<file path="src/rtl/register_file_2r1w.sv">
// ----------------------------------------------------------------------------
// register_file_2r1w
//
// Purpose:
//    General-purpose register file with 32 entries of 32 bits. It has two
//    registered read ports that feed the ALU op1/op2 operands, and one write
//    port that takes the ALU result for writeback. R0 always reads as zero.
//    RD_VALID is high for the one cycle after each accepted READ strobe.
//
// Ports:
//    CLK       in   1           system clock, rising edge
//    RST       in   1           synchronous reset, active-low
//    ADDR_R1   in   ADDR_WIDTH  read port 1 address (op1)
//    ADDR_R2   in   ADDR_WIDTH  read port 2 address (op2)
//    ADDR_W    in   ADDR_WIDTH  write address
//    DATA_W    in   DATA_WIDTH  write data
//    READ      in   1           read strobe
//    WRITE     in   1           write strobe
//    DATA_R1   out  DATA_WIDTH  registered read data, port 1
//    DATA_R2   out  DATA_WIDTH  registered read data, port 2
//    RD_VALID  out  1           read data valid, one cycle after READ
//
// Build option:
//    REG_FILE_WRITE_BYPASS_EN
//       Defined: a READ and a WRITE in the same cycle to the same nonzero
//       address return the new write data (write-first), independently on
//       each port.
//       Undefined: the read returns the previously stored value
//       (read-first). In both builds the write itself completes.
// ----------------------------------------------------------------------------
module register_file_2r1w #(
   parameter int DATA_WIDTH = 32,
   parameter int ADDR_WIDTH = 5,
   parameter int REG_COUNT  = 32
) (
   input  logic                  CLK,
   input  logic                  RST,
   input  logic [ADDR_WIDTH-1:0] ADDR_R1,
   input  logic [ADDR_WIDTH-1:0] ADDR_R2,
   input  logic [ADDR_WIDTH-1:0] ADDR_W,
   input  logic [DATA_WIDTH-1:0] DATA_W,
   input  logic                  READ,
   input  logic                  WRITE,
   output logic [DATA_WIDTH-1:0] DATA_R1,
   output logic [DATA_WIDTH-1:0] DATA_R2,
   output logic                  RD_VALID
);

   logic [DATA_WIDTH-1:0] regs_q [REG_COUNT];
   logic [DATA_WIDTH-1:0] regs_d [REG_COUNT];
   logic [DATA_WIDTH-1:0] data_r1_q, data_r1_d;
   logic [DATA_WIDTH-1:0] data_r2_q, data_r2_d;
   logic                  rd_valid_q, rd_valid_d;

   logic                  wr_en;
   logic [DATA_WIDTH-1:0] rd1_val;
   logic [DATA_WIDTH-1:0] rd2_val;

   // A write to R0 is dropped here. R0 is never loaded, so it stays at its
   // reset value of zero.
   assign wr_en = WRITE && (ADDR_W != '0);

   always_comb begin
      regs_d = regs_q;
      if (wr_en) begin
         regs_d[ADDR_W] = DATA_W;
      end
   end

   // Read-port selection. Address 0 is forced to zero explicitly, so the
   // zero result does not rely on regs_q[0] alone.
   always_comb begin
      rd1_val = (ADDR_R1 == '0) ? '0 : regs_q[ADDR_R1];
      rd2_val = (ADDR_R2 == '0) ? '0 : regs_q[ADDR_R2];
`ifdef REG_FILE_WRITE_BYPASS_EN
      // Write-first forwarding. wr_en already excludes ADDR_W == 0.
      if (wr_en && (ADDR_W == ADDR_R1)) begin
         rd1_val = DATA_W;
      end
      if (wr_en && (ADDR_W == ADDR_R2)) begin
         rd2_val = DATA_W;
      end
`endif
   end

   // Output registers hold their value while READ is low.
   always_comb begin
      data_r1_d  = data_r1_q;
      data_r2_d  = data_r2_q;
      rd_valid_d = READ;
      if (READ) begin
         data_r1_d = rd1_val;
         data_r2_d = rd2_val;
      end
   end

   // Reset clears the whole array as well as the outputs, so any pending
   // read is discarded and every later read returns zero.
   always_ff @(posedge CLK) begin
      if (!RST) begin
         for (int i = 0; i < REG_COUNT; i++) begin
            regs_q[i] <= '0;
         end
         data_r1_q  <= '0;
         data_r2_q  <= '0;
         rd_valid_q <= 1'b0;
      end else begin
         regs_q     <= regs_d;
         data_r1_q  <= data_r1_d;
         data_r2_q  <= data_r2_d;
         rd_valid_q <= rd_valid_d;
      end
   end

   assign DATA_R1  = data_r1_q;
   assign DATA_R2  = data_r2_q;
   assign RD_VALID = rd_valid_q;

endmodule

</file>
<file path="config.mk">
export PLATFORM = sky130hd
export DESIGN_NAME = register_file_2r1w
export DESIGN_NICKNAME = d
export VERILOG_FILES = /design/src/rtl/register_file_2r1w.sv
export SDC_FILE = /design/constraint.sdc
export NUM_CORES = 2
export LEC_CHECK = 0
export ABC_AREA = 1
export CAP_MARGIN = 20
export CORE_ASPECT_RATIO = 0.9
export CORE_MARGIN = 2
export CORE_UTILIZATION = 40
export DETAILED_ROUTE_END_ITERATION = 12
export GPL_ROUTABILITY_DRIVEN = 0
export PLACE_DENSITY = 0.58
export SLEW_MARGIN = 10
export SYNTH_ARGS = -nofsm -noshare
export SYNTH_HDL_FRONTEND = slang
export SYNTH_SLANG_ARGS = --single-unit
</file>
<file path="constraint.sdc">
create_clock -name CLK -period 4.4 [get_ports CLK]
set_clock_uncertainty 0.2 [all_clocks]
set_input_delay 0.66 -clock CLK [delete_from_list [all_inputs] [get_ports CLK]]
set_output_delay 0.66 -clock CLK [all_outputs]
set_load 0.02 [all_outputs]
</file>
==> qor.yml <==
clkTransAtPathRegs_ns: 0.06
initial_core_util_pct: 40.27
dp.cells: 10690
synthTopCellsByCount: "nand2_1, o21ai_0, a21oi_1, dfxtp_1, nand3_1"
rsz0062_at_grt: "false"
cp-startpoint: "DATA_R2[31]"
final_util_pct: 44.65
max_freq_mhz: 335.3
cts-resized-gates: 0
hp-start: "RST"
drt_iter0_drc: 8536
antenna_found_initial: 28
h-tree-depth: 3
cts-hold-fix-buffers: 0
grt_pass1_vias: 56420
grt_use_total_pct: 33.08
period_minus_slack_ns: 2.982
drive_gt1_share_pct: 5.306
synthTopCellsByArea: "dfxtp_1, nand2_1, o21ai_0"
synth_edf_count: 0
endpoint_kind: "output pin"
clockRootBuffer: "clkbuf_16"
numClockSinks: 1089
cpLargestDelayFamily: "buffers and inverters"
syn_nets: 9390
max_slew_margin_pct: 17.21
route.detailed.drc: 0
clk_latency_ns: 0.79
worst_pin_slew_ns: 1.242
critPathSlowestCell: "clkdlybuf4s50_1"
synth_seq_cells: 1089
crit_path_start_kind: "flip-flop"
path_class: "flip-flop to output pin"
status: "finished, final reports clean"
numCtsBuffers: 120
boundaryPins: 116
synth_seq_area_share_pct: 37.68
whs_ns: 0.1148
postSynthCellCount: 9339
fp.dieH_um: 364.8
synth_top_area_cell: "dfxtp_1"
postSynthAreaPerCell_um2: 6.196
wl_per_cell_um: 23.17
die_area_um2: 147700
worstReg2RegStart: "regs_q[988]"
grt_pass1_wl_mm: 372.5
max_stage_delay_ns: 0.72
cp.arrival_ns: 2.12
dr_wl_met2_mm: 108.2
drt-vias-per-instance: 5.746
yosysUniqueCellTypes: 25
crit_chain: "clkdlybuf4s50_1"
synth_flop_cell: "dfxtp_1"
routed-wl-met3_mm: 27.76
area_growth_pct: 10.87
cellPowerDensity_nw_per_um2: 368.0
io_buffers: 115
worstPathRequired_ns: 3.54
crit_buf_inv: 1
dieWidth_um: 404.9
overflow: 0
synth_warnings: 0
maxCapViolCount: 0
yosysMostFrequentCell: "nand2_1"
fin_setup_tns_ns: 0
final_cell_count_no_fill: 10910
slew_viol_final: 0
met1_length_mm: 106.5
fin_nets: 8982
worst_hold_path_type: "input port to flip-flop"
cp_max_fo: 3
peakVddDrop_mv: 0.3820
cts_buffer_depth: 3
cts_setup_buffers: 0
routed_wirelength_mm: 252.8
p_leak_nw: 25.59
yosysTopAreaCellShare_pct: 37.68
grt_start_max_net_pins: 258
timing.final.crit_share_pct: 67.78
drt-pass1-iter-count: 6
rows: 132
top_layer: "met5"
hold_violations: 0
synthesis.area_um2: 57860
dp_hpwl_mm: 144.0
cts_tree: "yes"
setup-violations-final: 0
synthArstFlopShare_pct: 0
drt.antenna.violating_nets: 0
coreArea_um2: 143700
vias: 62690
[report_power, final]
group / internal [mW] / leakage (nW) / switching [mW]
combinational: 0.767 / 14.8 / 2.16
clock: 6.04 / 1.99 / 4.52
sequential: 10.0 / 8.80 / 0.100
total: 16.8 / 25.6 / 6.78
[worst register-to-register path, delay by kind of cell, from the launching register on]
kind                   cells  cell delay, ns
AOI/OAI and AO/OA          1            0.10
buffers and inverters      1            0.08
DFF                        1            0.31
and+or+nand+nor            8            1.05
[layout by cell type, fill, tap and decap left out, types with 4 or more instances in the layout]
master,count
clkdlybuf4s50_1,101
clkbuf_16,122
buf_12,51
nor2_4,15
bufinv_16,8
buf_4,127
buf_16,6
o21ai_0,1115
o211ai_1,101
buf_2,6
a21oi_1,1094
dfxtp_1,1089
nor2_2,8
buf_8,9
o21ai_1,72
diode_2,7
nor2_1,748
clkinv_2,26
nand2_1,2409
inv_1,764
clkbuf_8,30
nor3_2,4
inv_2,46
clkbuf_1,28
nand3_1,1024
[cell families (layout without fill, tap and decap cells)]
| kind of cell | Yosys count | after routing | share of synthesized area, % |
|---|---|---|---|
| simple gates | 4219 | 4219 | 29.84 |
| compound gates | 2382 | 2382 | 21.04 |
| buf+inv | 1649 | 1338 | 11.44 |
| flops | 1089 | 1089 | 37.68 |
| other cells | 0 | 7 | 0 |
[state kept, by name (all words and copies together), names as in the netlist]
register and count:
regs_q 1024, DATA_R1 32, DATA_R2 32, RD_VALID 1
[path summary, 6_finish.rpt]
| path | to | slack (ns) | cells after the start |
|---|---|---|---|
| setup / recovery | DATA_R2[31] | 1.42 | 1 |
| hold reg to reg | regs_q[1003] | 0.24 | 2 |
| hold / removal | regs_q[607] | 0.11 | 3 |
| setup reg to reg | DATA_R1[28] | 2.51 | 10 |
[metrics by stage]
stage | setup slack (ns) | instance area (um^2) | total power, mW
floorplan | 2.304 | 57860 | 12.01
global placement | 0.9199 | 59880 | 13.13
detailed placement | 0.9365 | 60110 | 13.16
CTS | 1.414 | 64130 | 23.59
global route | 1.417 | 64140 | 24.27
finish | 1.418 | 64150 | 23.61
[cell type report]
cell class,count,area (um^2)
Tap cell,1876,2347
Timing Repair Buffer,301,3327
Clock inverter,39,452.9
Inverter,818,3109
Sequential cell,1089,21800
Fill cell,14940,79540
Multi-Input combinational cell,6601,29530
Antenna cell,7,17.52
Clock buffer,180,3571
[per-layer routing]
layer / up-vias / GRT usage [%]
li1: 29360 / -
met1: 29140 / 45.98
met2: 3615 / 49.85
met3: 567 / 6.420
met4: 20 / 13.86
met5: - / 0
(Power assumes the default switching activity.)
